### src/rtl/unidad_carga_almacenamiento.sv
// unidad_carga_almacenamiento: load/store unit between the MEM stage and memoria_datos.
//
// It accepts one B/H/W load or store per transaction and word-aligns the address.
// Load data is sign- or zero-extended. Sub-word stores use read-modify-write,
// because memoria_datos only writes full words.
//
// Ports:
//   clk, rst                  clock, asynchronous active-high reset
//   solicitud_valida/_lista   request handshake (accepted when both are high on posedge)
//   es_escritura, funct3      operation: store/load, RISC-V width code
//   direccion_in, dato_in     byte address, store data
//   resultado, _valido        extended load data (0 for stores/errors), one-cycle pulse
//   error_acceso              qualifies the pulse: misaligned, out of range, illegal funct3
//   mem_*                     memoria_datos side (combinational read, posedge write)
//
// Optional build macro LSU_CONTADORES_EN adds the completion counters
// cuenta_cargas, cuenta_almacenamientos and cuenta_errores.
module unidad_carga_almacenamiento #(
    parameter int unsigned Ancho_Dato      = 32,
    parameter int unsigned Ancho_Direccion = 32,
    parameter int unsigned Tamanio_Mem     = 256
) (
    input  logic                       clk,
    input  logic                       rst,
    input  logic                       solicitud_valida,
    output logic                       solicitud_lista,
    input  logic                       es_escritura,
    input  logic [2:0]                 funct3,
    input  logic [Ancho_Direccion-1:0] direccion_in,
    input  logic [Ancho_Dato-1:0]      dato_in,
    output logic [Ancho_Dato-1:0]      resultado,
    output logic                       resultado_valido,
    output logic                       error_acceso,
    output logic                       mem_escritura_habilitada,
    output logic                       mem_lectura_habilitada,
    output logic [Ancho_Direccion-1:0] mem_direccion,
    output logic [Ancho_Dato-1:0]      mem_dato_escritura,
    input  logic [Ancho_Dato-1:0]      mem_dato_lectura
`ifdef LSU_CONTADORES_EN
    ,
    output logic [31:0]                cuenta_cargas,
    output logic [31:0]                cuenta_almacenamientos,
    output logic [31:0]                cuenta_errores
`endif
);

    localparam logic [2:0] REPOSO    = 3'd0;
    localparam logic [2:0] LEER      = 3'd1;
    localparam logic [2:0] LEER_RMW  = 3'd2;
    localparam logic [2:0] ESCRIBIR  = 3'd3;
    localparam logic [2:0] RESPONDER = 3'd4;
    localparam logic [2:0] ERROR     = 3'd5;

    localparam logic [Ancho_Direccion-1:0] LIMITE = Ancho_Direccion'(Tamanio_Mem * 4);

    logic [2:0]                 r_estado;
    logic [2:0]                 w_estado_sig;
    logic [2:0]                 r_funct3;
    logic [Ancho_Direccion-1:0] r_direccion;
    logic [Ancho_Dato-1:0]      r_dato;
    logic [Ancho_Dato-1:0]      r_resultado;

    logic                       w_acepta;
    logic                       w_f3_legal;
    logic                       w_desalineado;
    logic                       w_error;
    logic [7:0]                 w_byte;
    logic [15:0]                w_media;
    logic [Ancho_Dato-1:0]      w_lectura_fmt;
    logic [Ancho_Dato-1:0]      w_fusion;
    logic                       w_mem_activa;

    assign solicitud_lista = (r_estado == REPOSO);
    assign w_acepta        = solicitud_valida && solicitud_lista;

    // Request legality, evaluated on the raw inputs at acceptance.
    always_comb begin
        w_f3_legal    = 1'b0;
        w_desalineado = 1'b0;
        case (funct3)
            3'b000, 3'b001, 3'b010: w_f3_legal = 1'b1;
            3'b100, 3'b101:         w_f3_legal = !es_escritura;
            default:                w_f3_legal = 1'b0;
        endcase
        case (funct3)
            3'b001, 3'b101: w_desalineado = direccion_in[0];
            3'b010:         w_desalineado = (direccion_in[1:0] != 2'b00);
            default:        w_desalineado = 1'b0;
        endcase
        w_error = !w_f3_legal || w_desalineado || (direccion_in >= LIMITE);
    end

    // Lane extraction and extension of the word read from memory (little-endian).
    always_comb begin
        w_byte  = mem_dato_lectura[{r_direccion[1:0], 3'b000} +: 8];
        w_media = mem_dato_lectura[{r_direccion[1], 4'b0000} +: 16];
        case (r_funct3)
            3'b000:  w_lectura_fmt = {{24{w_byte[7]}}, w_byte};
            3'b001:  w_lectura_fmt = {{16{w_media[15]}}, w_media};
            3'b100:  w_lectura_fmt = {24'h0, w_byte};
            3'b101:  w_lectura_fmt = {16'h0, w_media};
            default: w_lectura_fmt = mem_dato_lectura;
        endcase
    end

    // Merge of the new byte/halfword into the word read during LEER_RMW.
    always_comb begin
        w_fusion = mem_dato_lectura;
        if (r_funct3 == 3'b000) begin
            w_fusion[{r_direccion[1:0], 3'b000} +: 8] = r_dato[7:0];
        end else begin
            w_fusion[{r_direccion[1], 4'b0000} +: 16] = r_dato[15:0];
        end
    end

    always_comb begin
        w_estado_sig = r_estado;
        case (r_estado)
            REPOSO: begin
                if (w_acepta) begin
                    if (w_error)                 w_estado_sig = ERROR;
                    else if (!es_escritura)      w_estado_sig = LEER;
                    else if (funct3 == 3'b010)   w_estado_sig = ESCRIBIR;
                    else                         w_estado_sig = LEER_RMW;
                end
            end
            LEER:      w_estado_sig = RESPONDER;
            LEER_RMW:  w_estado_sig = ESCRIBIR;
            ESCRIBIR:  w_estado_sig = RESPONDER;
            RESPONDER: w_estado_sig = REPOSO;
            ERROR:     w_estado_sig = REPOSO;
            default:   w_estado_sig = REPOSO;
        endcase
    end

    always_ff @(posedge clk or posedge rst) begin
        if (rst) begin
            r_estado    <= REPOSO;
            r_funct3    <= 3'b000;
            r_direccion <= '0;
            r_dato      <= '0;
            r_resultado <= '0;
        end else begin
            r_estado <= w_estado_sig;
            case (r_estado)
                REPOSO: begin
                    if (w_acepta) begin
                        r_funct3    <= funct3;
                        r_direccion <= direccion_in;
                        r_dato      <= dato_in;
                        // An error completes next cycle with resultado = 0.
                        if (w_error) r_resultado <= '0;
                    end
                end
                LEER:     r_resultado <= w_lectura_fmt;
                LEER_RMW: r_dato      <= w_fusion;
                ESCRIBIR: r_resultado <= '0;
                default:  ;
            endcase
        end
    end

    assign w_mem_activa             = (r_estado == LEER) || (r_estado == LEER_RMW)
                                      || (r_estado == ESCRIBIR);
    assign mem_lectura_habilitada   = (r_estado == LEER) || (r_estado == LEER_RMW);
    assign mem_escritura_habilitada = (r_estado == ESCRIBIR);
    assign mem_direccion            = w_mem_activa
                                      ? {r_direccion[Ancho_Direccion-1:2], 2'b00} : '0;
    assign mem_dato_escritura       = (r_estado == ESCRIBIR) ? r_dato : '0;
    assign resultado                = r_resultado;
    assign resultado_valido         = (r_estado == RESPONDER) || (r_estado == ERROR);
    assign error_acceso             = (r_estado == ERROR);

`ifdef LSU_CONTADORES_EN
    logic r_es_escritura;

    always_ff @(posedge clk or posedge rst) begin
        if (rst) begin
            r_es_escritura         <= 1'b0;
            cuenta_cargas          <= '0;
            cuenta_almacenamientos <= '0;
            cuenta_errores         <= '0;
        end else begin
            if (w_acepta) r_es_escritura <= es_escritura;
            // Counters wrap naturally at 32 bits.
            if (r_estado == RESPONDER) begin
                if (r_es_escritura) cuenta_almacenamientos <= cuenta_almacenamientos + 32'd1;
                else                cuenta_cargas          <= cuenta_cargas + 32'd1;
            end
            if (r_estado == ERROR) cuenta_errores <= cuenta_errores + 32'd1;
        end
    end
`endif

endmodule

### config.mk
export PLATFORM = sky130hd
export DESIGN_NAME = unidad_carga_almacenamiento
export DESIGN_NICKNAME = d
export VERILOG_FILES = /design/src/rtl/unidad_carga_almacenamiento.sv
export SDC_FILE = /design/constraint.sdc
export NUM_CORES = 1
export LEC_CHECK = 0
export CAP_MARGIN = 20
export CORE_AREA = 3 3 113 115
export CTS_CLUSTER_DIAMETER = 80
export DETAILED_ROUTE_END_ITERATION = 8
export DIE_AREA = 0 0 116 118
export HOLD_SLACK_MARGIN = 0.06
export PLACE_DENSITY = 0.84
export SLEW_MARGIN = 40
export SYNTH_ARGS = -nofsm -noshare
export SYNTH_HDL_FRONTEND = slang
export SYNTH_SLANG_ARGS = --single-unit
### constraint.sdc
create_clock -name clk -period 6.25 [get_ports clk]
set_clock_uncertainty 0.05 [all_clocks]
set_input_delay 1.875 -clock clk [delete_from_list [all_inputs] [get_ports clk]]
set_output_delay 1.875 -clock clk [all_outputs]
set_load 0.02 [all_outputs]
==> flow_summary_export.csv <==
group,metric,value,unit
detailed_routing,drc_errors,0,
global_routing,grt_max_degree,60,
critical_path,r2r-end,"r_dato[17]$_DFFE_PP0P_",
clock_network,cts_setup_buffers,0,
critical_path,crit_chain,"nor2_1 -> nor2_1 -> buf_4 -> and2_1 -> clkdlybuf4s50_1",
detailed_routing,dr.first_iter.drc_count,498,
critical_path,rr_worst_depth,6,
clock_network,cts_resized,0,
critical_path,r2r_slack,3.21,ns
placed_design,dpl_cell_area,7770,µm²
sta,layout_setup_ws,1.77,ns
sta,tns,0,ns
min_path,hold_path.startpoint,"r_direccion[2]$_DFFE_PP0P_",
logic_synthesis,syn_inst,599,
clock_network,cts-root-buf,"clkbuf_16",
critical_path,slowest_stage,"clkdlybuf4s50_1",
cells_and_area,diodes,0,
critical_path,rr_startpoint,"r_direccion[1]$_DFFE_PP0P_",
sta,clock.fmax,0.223,GHz
critical_path,worstPathArrival,2.55,ns
logic_synthesis,synth_cell_types,61,
detailed_routing,vias,5529,
logic_synthesis,yosysMostFrequentCell,"nand2_1",
placed_design,pre_cts_slack,2.15,ns
cells_and_area,instances_no_fill,930,
pwr,vdd_drop_max,197,µV
global_routing,globalRouteOverflowTotal,0,
detailed_routing,final_antenna_net_count,0,
floorplanning,ioPinCount,204,
floorplanning,core_area,11900,µm²
cells_and_area,utilization,0.677,
cells_and_area,fin_nets,886,
detailed_routing,first_pass_iters,5,
sta,slew_headroom,0.438,
placed_design,dp_hpwl,14.1,mm
logic_synthesis,mappedNetlistArea,5730,µm²
critical_path,end_kind,"output port",
critical_path,crit_top_cell,"nor2_1",
clock_network,cts_buffers,9,
cells_and_area,syn_to_final_growth,40.7,%
logic_synthesis,synth.top_cell.area_share,0.446,
critical_path,cp_slowest_stage_delay,0.61,ns
min_path,hold_end,"r_direccion[2]$_DFFE_PP0P_",
cells_and_area,drive_gt1_frac,0.0779,
logic_synthesis,synth.avg_cell_area,9.56,µm²
detailed_routing,via_per_inst,5.95,
sta,rsz0062_at_grt,"false",
floorplanning,initial_utilization,0.481,
cells_and_area,seqCellArea,2550,µm²
floorplanning,die_x,116,µm
cells_and_area,multi_input_area,2880,µm²
placed_design,place_inst,914,
clock_network,clkSlewWorstSetupHoldPaths,0.07,ns
global_routing,grt_pass1_wl,29.6,mm
clock_network,cts_max_level,3,
floorplanning,rows,40,
critical_path,worst-setup-path-type,"register to output port",
min_path,hold_depth,2,
floorplanning,dieHeight,118,µm
logic_synthesis,synth_area_leaders,"dfrtp_1 (45%), nand2_1 (7.7%), and2_1 (7.1%), mux2_2 (3.1%), a221oi_1 (2.9%)",
global_routing,antenna_found_initial,0,
logic_synthesis,seq_area_frac_synth,0.446,
sta,hold_ws,0.418,ns
logic_synthesis,synthFlopType,"dfrtp_1",
pwr,pwr_density_cell,298,nW/µm²
critical_path,cp_max_fo,21,
pwr,leakagePower,3.53,nW
critical_path,critPathRequiredTime,4.32,ns
run,max_cap_violations,0,
clock_network,cts_tree,"done",
min_path,hold_class,"register to register",
sta,setup_viol,0,
clock_network,cts_hold_buf,0,
clock_network,cts_num_sinks,102,
placed_design,gp_congestion,0.943,
placed_design,place.port_buffers,201,
logic_synthesis,yosysTopAreaCell,"dfrtp_1",
global_routing,grtUsageTotal,0.276,
cells_and_area,final_cell_area,8060,µm²
sta,tightest_slew,0.842,ns
critical_path,critPathLaunchType,"register",
logic_synthesis,synth_edf_count,0,
detailed_routing,wl,18.9,mm
outcome,outcome,"finished, final reports clean",
detailed_routing,wire_per_inst,20.4,µm
sta,hold_violations,0,
logic_synthesis,yosysWarnings,0,
pwr,total_power,2.40,mW
clock_network,clk_latency,0.35,ns
logic_synthesis,synth_seq_cells,102,
clock_network,clockBufferDepth,2,
sta,layout_min_cycle_time,4.48,ns
logic_synthesis,synth_common_cells,"nand2_1 (117), dfrtp_1 (102), and2_1 (65)",
critical_path,cpLargestDelayFamily,"buffers and inverters",
cells_and_area,fill_cells,924,
logic_synthesis,synth_async_sr_flop_share,1.00,
global_routing,grt_pass1_vias,5499,
sta,drv_slew,0,
floorplanning,die-area,13700,µm²
sta,period_share,0.716,
critical_path,path_buf_inv,2,
[flip-flops by register name, summed over array words and instances (netlist names)]
signal / flops
resultado: 32
r_direccion: 32
r_funct3: 3
r_estado: 3
r_dato: 32
[cells by family after synthesis]
| kind of cell | Yosys count | share of synthesized area |
|---|---|---|
| fa+ha+maj | 5 | 0.0109 |
| compound gates | 142 | 0.206 |
| flops | 102 | 0.446 |
| simple gates | 261 | 0.236 |
| mux | 24 | 0.0476 |
| other cells | 1 | 0.000655 |
| buf+inv | 64 | 0.0535 |
[where the power goes]
part	internal, mW	total [mW]	switching (mW)
Combinational	0.408	0.863	0.455
Sequential	0.838	0.998	0.159
Clock	0.275	0.540	0.265
[cell usage in the layout, fill, tap and decap left out, types with 7 or more instances in the layout]
master / synthesis / routed
clkdlybuf4s50_1: 0 / 201
nand2_1: 117 / 117
dfrtp_1: 102 / 102
and2_1: 65 / 65
inv_1: 23 / 22
nor2b_1: 21 / 21
a221oi_1: 19 / 19
mux2_2: 16 / 16
o2bb2ai_1: 16 / 16
a22o_1: 16 / 16
a21o_1: 16 / 16
nor2_1: 14 / 14
o21ai_0: 12 / 12
nand3_1: 9 / 9
clkbuf_16: 0 / 9
a221o_1: 8 / 8
o32ai_1: 8 / 8
a211oi_1: 8 / 8
nor4_1: 7 / 7
mux2i_1: 7 / 7
[how the worst max path moves through the flow]
| stage | from | endpoint | cells after the start |
|---|---|---|---|
| after floorplan | rst | r_dato[0]$_DFFE_PP0P_ | 1 |
| after global placement | r_estado[0]$_DFFE_PP0P_ | mem_direccion[14] | 5 |
| after detailed placement | r_estado[0]$_DFFE_PP0P_ | mem_direccion[14] | 5 |
| after CTS | r_estado[0]$_DFFE_PP0P_ | mem_direccion[2] | 5 |
| after global routing | r_estado[1]$_DFFE_PP0P_ | mem_direccion[8] | 5 |
| final | r_estado[0]$_DFFE_PP0P_ | mem_direccion[2] | 5 |
[per-layer routing]
metal	GRT usage	part of all wire
met5	0	0
met4	0.105	0.031
met3	0.0545	0.091
met1	0.386	0.40
met2	0.423	0.47
[worst min-delay path, stage by stage, from the launching register on]
cell,delay [ns]
dfrtp_1,0.34
nand2_1,0.05
nand2_1,0.05
[cell type report]
type	count	share of cell area
multi-input combinational	434	0.358
sequential	102	0.317
timing repair buffer	208	0.257
clock buffer	9	0.0279
tap	147	0.0228
inverter	23	0.0110
clock inverter	7	0.00714
No activity file was read; power rests on OpenSTA's default activity.
